===== src/rtl/uart_tx.sv =====
// UART transmitter: one byte per valid/ready handshake, framed as start, 8 data bits
// LSB first, optional parity and one stop bit, on a registered, idle-high tx pin.
module uart_tx #(
    parameter int unsigned CLK_FREQ  = 100_000_000,
    parameter int unsigned BODE_RATE = 115_200
) (
    input  logic       clk,
    input  logic       rst,
    input  logic       tx_data_valid,
    input  logic [7:0] tx_data,
    input  logic [1:0] tx_ctrl,
    output logic       tx_ready,
    output logic       tx_done,
    output logic       tx
);

    localparam int unsigned CLKS_PER_BIT = CLK_FREQ / BODE_RATE;
    localparam int unsigned CNT_W        = (CLKS_PER_BIT < 2) ? 1 : $clog2(CLKS_PER_BIT);
    localparam logic [CNT_W-1:0] CNT_LAST = CNT_W'(CLKS_PER_BIT - 1);

    generate
        if (CLKS_PER_BIT < 2) begin : g_bad_baud
            $error("uart_tx: CLK_FREQ / BODE_RATE must be at least 2");
        end
    endgenerate

    localparam logic [2:0] S_IDLE   = 3'd0;
    localparam logic [2:0] S_START  = 3'd1;
    localparam logic [2:0] S_DATA   = 3'd2;
    localparam logic [2:0] S_PARITY = 3'd3;
    localparam logic [2:0] S_STOP   = 3'd4;

    logic [2:0]       state;
    logic [CNT_W-1:0] baud_cnt;
    logic [2:0]       bit_idx;
    logic [7:0]       data_q;
    logic [1:0]       ctrl_q;
    logic             bit_end;

    assign bit_end  = (baud_cnt == CNT_LAST);
    assign tx_ready = (state == S_IDLE) && !rst;

    always_ff @(posedge clk) begin
        if (rst) begin
            state    <= S_IDLE;
            baud_cnt <= '0;
            bit_idx  <= '0;
            data_q   <= '0;
            ctrl_q   <= '0;
            tx       <= 1'b1;
            tx_done  <= 1'b0;
        end else begin
            tx_done <= 1'b0;
            // Every non-idle state lasts exactly one bit period; the counter wraps on its last cycle.
            if (state != S_IDLE) begin
                baud_cnt <= bit_end ? '0 : baud_cnt + CNT_W'(1);
            end
            case (state)
                S_IDLE: begin
                    tx <= 1'b1;
                    if (tx_data_valid) begin
                        data_q   <= tx_data;
                        ctrl_q   <= tx_ctrl;
                        baud_cnt <= '0;
                        bit_idx  <= '0;
                        tx       <= 1'b0;
                        state    <= S_START;
                    end
                end
                S_START: begin
                    if (bit_end) begin
                        tx    <= data_q[0];
                        state <= S_DATA;
                    end
                end
                S_DATA: begin
                    if (bit_end) begin
                        if (bit_idx == 3'd7) begin
                            if (ctrl_q[0]) begin
                                tx    <= (^data_q) ^ ctrl_q[1];
                                state <= S_PARITY;
                            end else begin
                                tx    <= 1'b1;
                                state <= S_STOP;
                            end
                        end else begin
                            bit_idx <= bit_idx + 3'd1;
                            tx      <= data_q[bit_idx + 3'd1];
                        end
                    end
                end
                S_PARITY: begin
                    if (bit_end) begin
                        tx    <= 1'b1;
                        state <= S_STOP;
                    end
                end
                S_STOP: begin
                    if (bit_end) begin
                        tx_done <= 1'b1;
                        state   <= S_IDLE;
                    end
                end
                default: begin
                    tx    <= 1'b1;
                    state <= S_IDLE;
                end
            endcase
        end
    end

endmodule


===== config.mk =====
export PLATFORM = sky130hd
export DESIGN_NAME = uart_tx
export DESIGN_NICKNAME = d
export VERILOG_FILES = /design/src/rtl/uart_tx.sv
export SDC_FILE = /design/constraint.sdc
export NUM_CORES = 1
export LEC_CHECK = 0
export CAP_MARGIN = 20
export CORE_ASPECT_RATIO = 1.75
export CORE_MARGIN = 1.5
export CORE_UTILIZATION = 53
export CTS_CLUSTER_DIAMETER = 30
export CTS_CLUSTER_SIZE = 10
export DETAILED_ROUTE_END_ITERATION = 16
export PLACE_DENSITY = 0.73
export SKIP_CTS_REPAIR_TIMING = 1
export SLEW_MARGIN = 10
export SYNTH_ARGS = -nofsm -noshare
export SYNTH_HDL_FRONTEND = slang
export SYNTH_SLANG_ARGS = --single-unit

===== constraint.sdc =====
create_clock -name clk -period 2.3 [get_ports clk]
set_input_delay 0.46 -clock clk [delete_from_list [all_inputs] [get_ports clk]]
set_output_delay 0.46 -clock clk [all_outputs]
set_load 0.03 [all_outputs]

; ---- Yosys cells after proc, flatten, opt, wreduce, memory -nomap -nowiden
; Cells that the tools add are included.
[op_classes]
reduce_logical = 11
n_shift = 0
muxes = 26
n_eq_ne = 13
mul = 0
div_mod_pow = 0
add_sub_neg = 2
n_bitwise = 2
magnitude_cmp = 1
[op_table]
columns = cell, count
row1 = $mux 10, 4
row2 = $mux 3, 10
row3 = $pmux 3 s5, 1
row4 = $ne 2x2->1 const B, 7
row5 = $add 10x1->10 const B, 1
row6 = $eq 10x10->1 const B, 1
row7 = $mux 1, 8
row8 = $reduce_and 4->1, 2
row9 = $reduce_xor 8->1, 1
row10 = $eq 3x2->1 const B, 2
row11 = $eq 3x3->1 const B, 2
row12 = $pmux 3 s2, 1
row13 = $reduce_and 6->1, 1
row14 = $pmux 1 s5, 1
row15 = $lt 3x4->1 const B, 1
row16 = $add 3x1->3 const B, 1
row17 = $bmux 1 s3, 1
row18 = $eq 3x1->1 const B, 1
row19 = $logic_not 3->1, 1
row20 = $reduce_bool 3->1, 1
row21 = $reduce_and 2->1, 1
row22 = $reduce_bool 2->1, 1
row23 = $reduce_or 2->1, 1
row24 = $logic_and 1x1->1, 1
row25 = other kinds (3), 3
[word_totals]
latch_bits = 0
elab_cells = 62
ramBits = 0
memories = 0
mem_bits_ro = 0
output_inout_bits = 3
ff_bits = 28
input_bits = 13

; ---- Logic depth before layout (Yosys ltp)
; Gate-level depths: netlist (run 1).
[depth]
depth_word = 6
depth_mapped = 7
ltp_nobuf = 7

; ---- Least setup slack after synthesis (run 1)
; OpenSTA, ideal clock, no wires.
[synth_path]
kind = register to register
from = register baud_cnt[0]
to = register state[1]
n_path_buf = 1
setup_slack_ps = 236
period_less_slack_ps = 2064
stages_incl_launch_ff = 8
t_required_ps = 2168
arrival_time_ps = 1932
path_cell_list = dfxtp_1 > ha_1 > or4b_1 > or3_1 > buf_6 > a31oi_4 > mux2i_1 > a21oi_1
[synth_via]
elab_chain_len = 3
elab_cells_between_ends = 6
cone_classes = 5 x eq/ne / 1 x reduce/logical
[synth_lines]
columns = item, line
row1 = start: declaration, 34  ; logic [CNT_W-1:0] baud_cnt;
row2 = start signal: assignment, 56  ; baud_cnt <= bit_end ? '0 : baud_cnt + CNT_W'(1);
row3 = $eq 10x10->1 *, 40  ; assign bit_end = (baud_cnt == CNT_LAST);
row4 = $ne 2x2->1 (no source line), -
row5 = $reduce_and 6->1 (no source line) *, -
row6 = end signal: assignment, 45  ; state <= S_IDLE;
row7 = end signal: assignment, 67  ; state <= S_START;
row8 = end signal: assignment, 73  ; state <= S_DATA;
row9 = end: declaration, 33  ; logic [2:0] state;
; Every way passes the cells marked *; elsewhere a longest branch is shown, timed or not.
; A chain may end at the register's enable or synchronous reset.

; ---- Worst setup path after layout (run 1)
; Same ends and word-level chain as after synthesis.

==> impl_metrics.yaml, run 1 <==
cts:
  htreeDepth: 1
  cts_buffers: 3
  cts_root_buf: "clkbuf_8"
  cts_tree: "yes"
  cts.path.max_buffers: 2
  clock_sinks: 28
  clk_pin_slew_ns: 0.10
  clock_latency_ns: 0.28
setup_path:
  max_stage_delay_ns: 0.49
  critical-path-top-delay-family: "simple AND/OR/NAND/NOR gates"
  cp.required_ns: 2.47
  critPathLaunchType: "register"
  crit_arrival_ns: 2.36
  path_cells: "ha_1 -> or4b_1 -> or3_4 -> a31oi_4 -> mux2i_1 -> a21oi_1"
  critPathCaptureType: "register"
  critPathKind: "register to register"
  crit_fanout: 6
  slowest_stage: "or4b_1"
  cp.buffers_inverters: 0
layout:
  fin_nets: 215
  final_cells: 225
  fillerInstances: 237
  utilization_pct: 65.44
  syn_to_final_growth_pct: 17.25
  drive_above_1_share_pct: 9.596
  antennaDiodeCount: 0
  final_cell_mix: "nand2_1 (28), dfxtp_1 (28), nor2_1 (23)"
logic_synthesis:
  synth-main-ff-cell: "dfxtp_1"
  syn_area_sq_um: 1501
  syn_avg_cell_area_sq_um: 8.250
  synth_edf_count: 0
  yosysSeqAreaShare_pct: 37.33
  yosysWarnings: 0
  synth_area_leaders: "dfxtp_1 (37%), nand2_1 (7.0%), nor2_1 (5.8%), a21oi_1 (5.7%), xnor2_1 (3.5%)"
  synth_top_area_share_pct: 37.33
  syn-num-nets: 198
  async_flop_share_pct: 0
  syn_inst: 182
  yosysTopAreaCell: "dfxtp_1"
  synth_cell_types: 40
  ys_ff_latch: 28
grt:
  grt_pass1_wl_um: 5678
  grt_usage_pct: 23.44
  antenna_found_initial: 0
  grt_start_max_net_pins: 30
  grt_pass1_vias: 1324
  overflow: 0
timing:
  rsz0062_at_grt: "no"
  relSlewSlack_pct: 59.14
  tightestPinTransition_ns: 0.6116
  fin_crit_ns: 2.191
  drv_slew: 0
  setup-tns-final_ns: 0
  fin_crit_sh_pct: 95.24
  hold_violations: 0
  fin_worst_skew_ns: 0.003456
  fin_hold_ws_ns: 0.4799
  max_clock_freq_mhz: 456.5
  setup_viol: 0
  fin_ws_ns: 0.1095
die:
  ios: 16
  die_w_um: 43.24
  start_util_pct: 55.81
  num_rows: 25
  dieArea_sq_um: 3174
  die_height_um: 73.41
  core-area_sq_um: 2690
detailed_routing:
  drtAntennaViolNets: 0
  viasPerCell: 5.951
  dr.pass1.iters: 4
  route.detailed.drc: 0
  vias: 1339
  routed_wl_um: 3296
  routedWlPerCell_um: 14.65
  drt_iter0_markers: 58
job:
  cap_violations: 0
hold_path:
  hold_class: "register to register"
place:
  place_ws_ns: 0.06190
  dp_hpwl_um: 2476
  placed_cells: 221
  globalplace.congestion: 0.8636
  portBuffers: 15
pwr:
  peakVddDrop_mv: 0.6390
  power.density_nw_per_um2: 1063
  power_leakage_uw: 0.0006483
status:
  outcome: "completed"
==> final timing paths <==
path          endpoint         from  slack [ns]  depth (start not counted)
min          ctrl_q[1]    ctrl_q[1]        0.48                          2
max           state[1]  baud_cnt[0]        0.11                          6
min reg2reg  ctrl_q[1]    ctrl_q[1]        0.48                          2
max reg2reg   state[1]  baud_cnt[0]        0.11                          6
==> logic make-up (layout without fill, tap and decap cells) <==
kind of cell             Yosys count  in the layout  share of synthesized area [%]
flip-flops                        28             28                          37.33
XOR/XNOR                           8              8                          5.583
AO/OA/AOI/OAI                     41             41                          17.58
multiplexers                       8              8                          7.083
AND/OR/NAND/NOR                   83             83                          26.58
adder cells (fa/ha/maj)            3              3                          2.500
buffers and inverters             11             27                          3.333
==> cell usage after synthesis (4+ instances only) <==
cell      number
nor2_1        23
xnor2_1        6
or3_1          4
nand2_1       28
a21oi_1       17
o21ai_0        8
and2_1         4
clkbuf_1       8
mux2i_1        5
dfxtp_1       28
==> per-stage QoR <==
step	area [sq um]	power [uW]
floorplan	1501	1313
global placement	1689	1516
detailed placement	1689	1554
CTS	1744	1865
global route	1760	2009
finish	1760	1871
==> power by group <==
group	switching (uW)	total [uW]	internal, uW
logic	458	877	419
registers	114	680	566
clock network	160	313	154
==> final cells by class <==
cell class | count | area, sq um | area share, %
well taps | 27 | 33.78 | 1.919
flip-flops and latches | 28 | 560.5 | 31.84
multi-input cells | 143 | 907.1 | 51.53
inverters | 1 | 3.754 | 0.2132
repair buffers | 22 | 200.2 | 11.37
clock buffers | 4 | 55.05 | 3.127
==> metal layers <==
| metal | track usage [%] | part of all wire [%] | vias up |
|---|---|---|---|
| met4 | 12.46 | 2.3 | 0 |
| met5 | 0 | 0 | - |
| met2 | 45.27 | 56 | 18 |
| met3 | 2.457 | 1.5 | 7 |
| met1 | 23.31 | 40 | 639 |
| li1 | - | - | 675 |
==> flip-flops by register name (all words and copies together), names as in the netlist <==
| name | flops |
|---|---|
| tx_done | 1 |
| baud_cnt | 10 |
| tx | 1 |
| ctrl_q | 2 |
| bit_idx | 3 |
| data_q | 8 |
| state | 3 |
==> worst reg2reg max path, stage by stage (launching register included) <==
cell	delay [ns]
dfxtp_1	0.40
ha_1	0.21
or4b_1	0.49
or3_4	0.45
a31oi_4	0.23
mux2i_1	0.22
a21oi_1	0.08
(Power assumes the default switching activity.)
==> inputs of run 2 (changes only) <==
Settings changed: ABC_CLOCK_PERIOD_IN_PS set to 2300.
==> results of run 2 <==
The final DEF is identical to that of run 1; final timing and power are the same.
==> inputs of run 3 (changes only) <==
Settings changed: ABC_CLOCK_PERIOD_IN_PS 2300 to 1930, CORE_ASPECT_RATIO 1.75 to 0.6, CORE_UTILIZATION 53 to 50, SETUP_SLACK_MARGIN set to 0.4.
Clock period 2.3 ns to 1.93 ns, I/O delays scaled along.
==> run 3 against run 2 <==
The flow now finishes with violations (negative setup slack). Sequential power increased by 22%. Maximum frequency increased by 7.3%. Combinational power increased by 30%. Core utilization increased by 1.1 points. Register-to-register slack got worse by 0.22 ns. Total power increased by 25%. Cell count increased by 10%. Non-clock buffer count increased by 8. Sequential share of layout area decreased by 2.1 points. Clock skew increased by 0.0019 ns.
==> impl_metrics.yaml, run 3 (synthesis gave the netlist of run 1 again) <==
timing:
  relSlewSlack_pct: 53.35
  fin_crit_sh_pct: 105.8
  hold_violations: 0
  fin_hold_ws_ns: 0.4794
  drv_slew: 0
  setup_viol: 10
  fin_crit_ns: 2.042
  fin_ws_ns: -0.1116
  max_clock_freq_mhz: 489.8
  fin_worst_skew_ns: 0.005380
  rsz0062_at_grt: "yes"
  tightestPinTransition_ns: 0.6983
hold_path:
  min_delay_path_depth: 2
  hold_class: "register to register"
  min-delay-start: "ctrl_q[1]"
  hold_end: "ctrl_q[1]"
detailed_routing:
  routedWlPerCell_um: 13.94
  vias: 1356
  routed_wl_um: 3458
  route.detailed.drc: 0
  viasPerCell: 5.468
  drt_iter0_markers: 144
  dr.pass1.iters: 5
  drtAntennaViolNets: 0
status:
  violations: "negative setup slack"
  outcome: "complete, but fails checks"
layout:
  drive_above_1_share_pct: 19.90
  reg_top3: "baud_cnt (10), data_q (8)"
  layout_commonest_cell: "nand2_1"
  antennaDiodeCount: 0
  regMostFlops: "baud_cnt"
  fin_nets: 223
  final_cell_mix: "nand2_1 (28), nor2_1 (23), dfxtp_1 (22)"
  largest_register_ffs: 10
  syn_to_final_growth_pct: 27.25
  final_area_sq_um: 1911
  fillerInstances: 239
setup_path:
  critPathKind: "register to register"
  reg2reg_depth: 6
  critPathCaptureType: "register"
  rr_endpoint: "state[1]"
  timing.rr.start: "baud_cnt[0]"
  cp.required_ns: 2.09
  crit_arrival_ns: 2.20
  reg2reg_slack_ns: -0.11
  critPathLaunchType: "register"
  crit_fanout: 5
cts:
  clock_sinks: 28
  cts_buffers: 3
  htreeDepth: 1
  cts.path.max_buffers: 2
  clock_latency_ns: 0.27
  cts_root_buf: "clkbuf_8"
  cts_tree: "yes"
  clk_pin_slew_ns: 0.09
place:
  dp_hpwl_um: 2490
  dpl_cell_area_sq_um: 1794
  portBuffers: 15
  globalplace.congestion: 0.8492
pwr:
  power_leakage_uw: 0.0007096
  power.density_nw_per_um2: 1220
  peakVddDrop_mv: 0.7540
die:
  start_util_pct: 52.29
  ios: 16
  num_rows: 15
  die_w_um: 73.75
  dieArea_sq_um: 3351
  core-area_sq_um: 2872
  die_height_um: 45.45
grt:
  grt_pass1_wl_um: 5575
  antenna_found_initial: 0
  grt_pass1_vias: 1265
  overflow: 0
  grt_start_max_net_pins: 30
  grt_usage_pct: 21.85
job:
  cap_violations: 0
[run 3: cell types whose count changed in the layout (fill, tap and decap cells not counted), moves of 3 or more]
cell | before | now
buf_4 | 8 | 16
dfxtp_1 | 28 | 22
dfxtp_2 | 0 | 6
ha_1 | 3 | 0
ha_4 | 0 | 3
[run 3: where the power goes]
| group | switching, uW | internal, uW |
|---|---|---|
| clock | 177 | 182 |
| sequential | 145 | 683 |
| combinational | 588 | 557 |
[run 3: worst max path at each step]
stage,slack (ns),from,endpoint,cells after the start
final,-0.11,baud_cnt[0],state[1],6
after global routing,-0.19,baud_cnt[0],state[1],6
after CTS,-0.23,baud_cnt[1],state[1],6
after detailed placement,-0.22,baud_cnt[1],state[1],6
after global placement,-0.15,baud_cnt[1],state[1],6
after floorplan,-0.10,baud_cnt[0],state[1],7
[run 3: cell type report]
type | count | area (sq um) | share of cell area (%)
Sequential cell | 28 | 568.0 | 29.73
Inverter | 1 | 3.754 | 0.1965
Tap cell | 42 | 52.55 | 2.750
Clock buffer | 4 | 55.05 | 2.881
Timing Repair Buffer | 30 | 265.3 | 13.88
Multi-Input combinational cell | 143 | 965.9 | 50.56
[run 3: layer usage]
| metal | wire length (um) | GRT usage, % | share of wire (%) | vias to the layer above |
|---|---|---|---|---|
| met4 | 26 | 5.185 | 0.75 | 0 |
| met1 | 1774 | 32.18 | 51 | 630 |
| met2 | 1505 | 32.79 | 44 | 32 |
| li1 | - | - | - | 690 |
| met5 | 0 | 0 | 0 | - |
| met3 | 152 | 4.867 | 4.4 | 4 |
[run 3: per-stage QoR]
stage	cells	utilization, %	power [uW]	TNS (ns)	setup slack, ns
2_1_floorplan	182	-	1594	-0.4375	-0.1049
3_3_place_gp	242	62.48	1842	-1.189	-0.1537
3_5_place_dp	242	62.48	1875	-1.625	-0.2191
4_1_cts	246	64.40	2246	-1.916	-0.2337
5_1_grt	248	66.54	2475	-1.373	-0.1907
6_report	248	66.54	2332	-0.4540	-0.1116
[run 3: critical path, cell delays in order (launching register included)]
cell and delay (ns):
dfxtp_2 0.36, ha_4 0.14, or4b_4 0.46, or3_4 0.43
a31oi_4 0.23, mux2i_1 0.21, a21oi_1 0.09
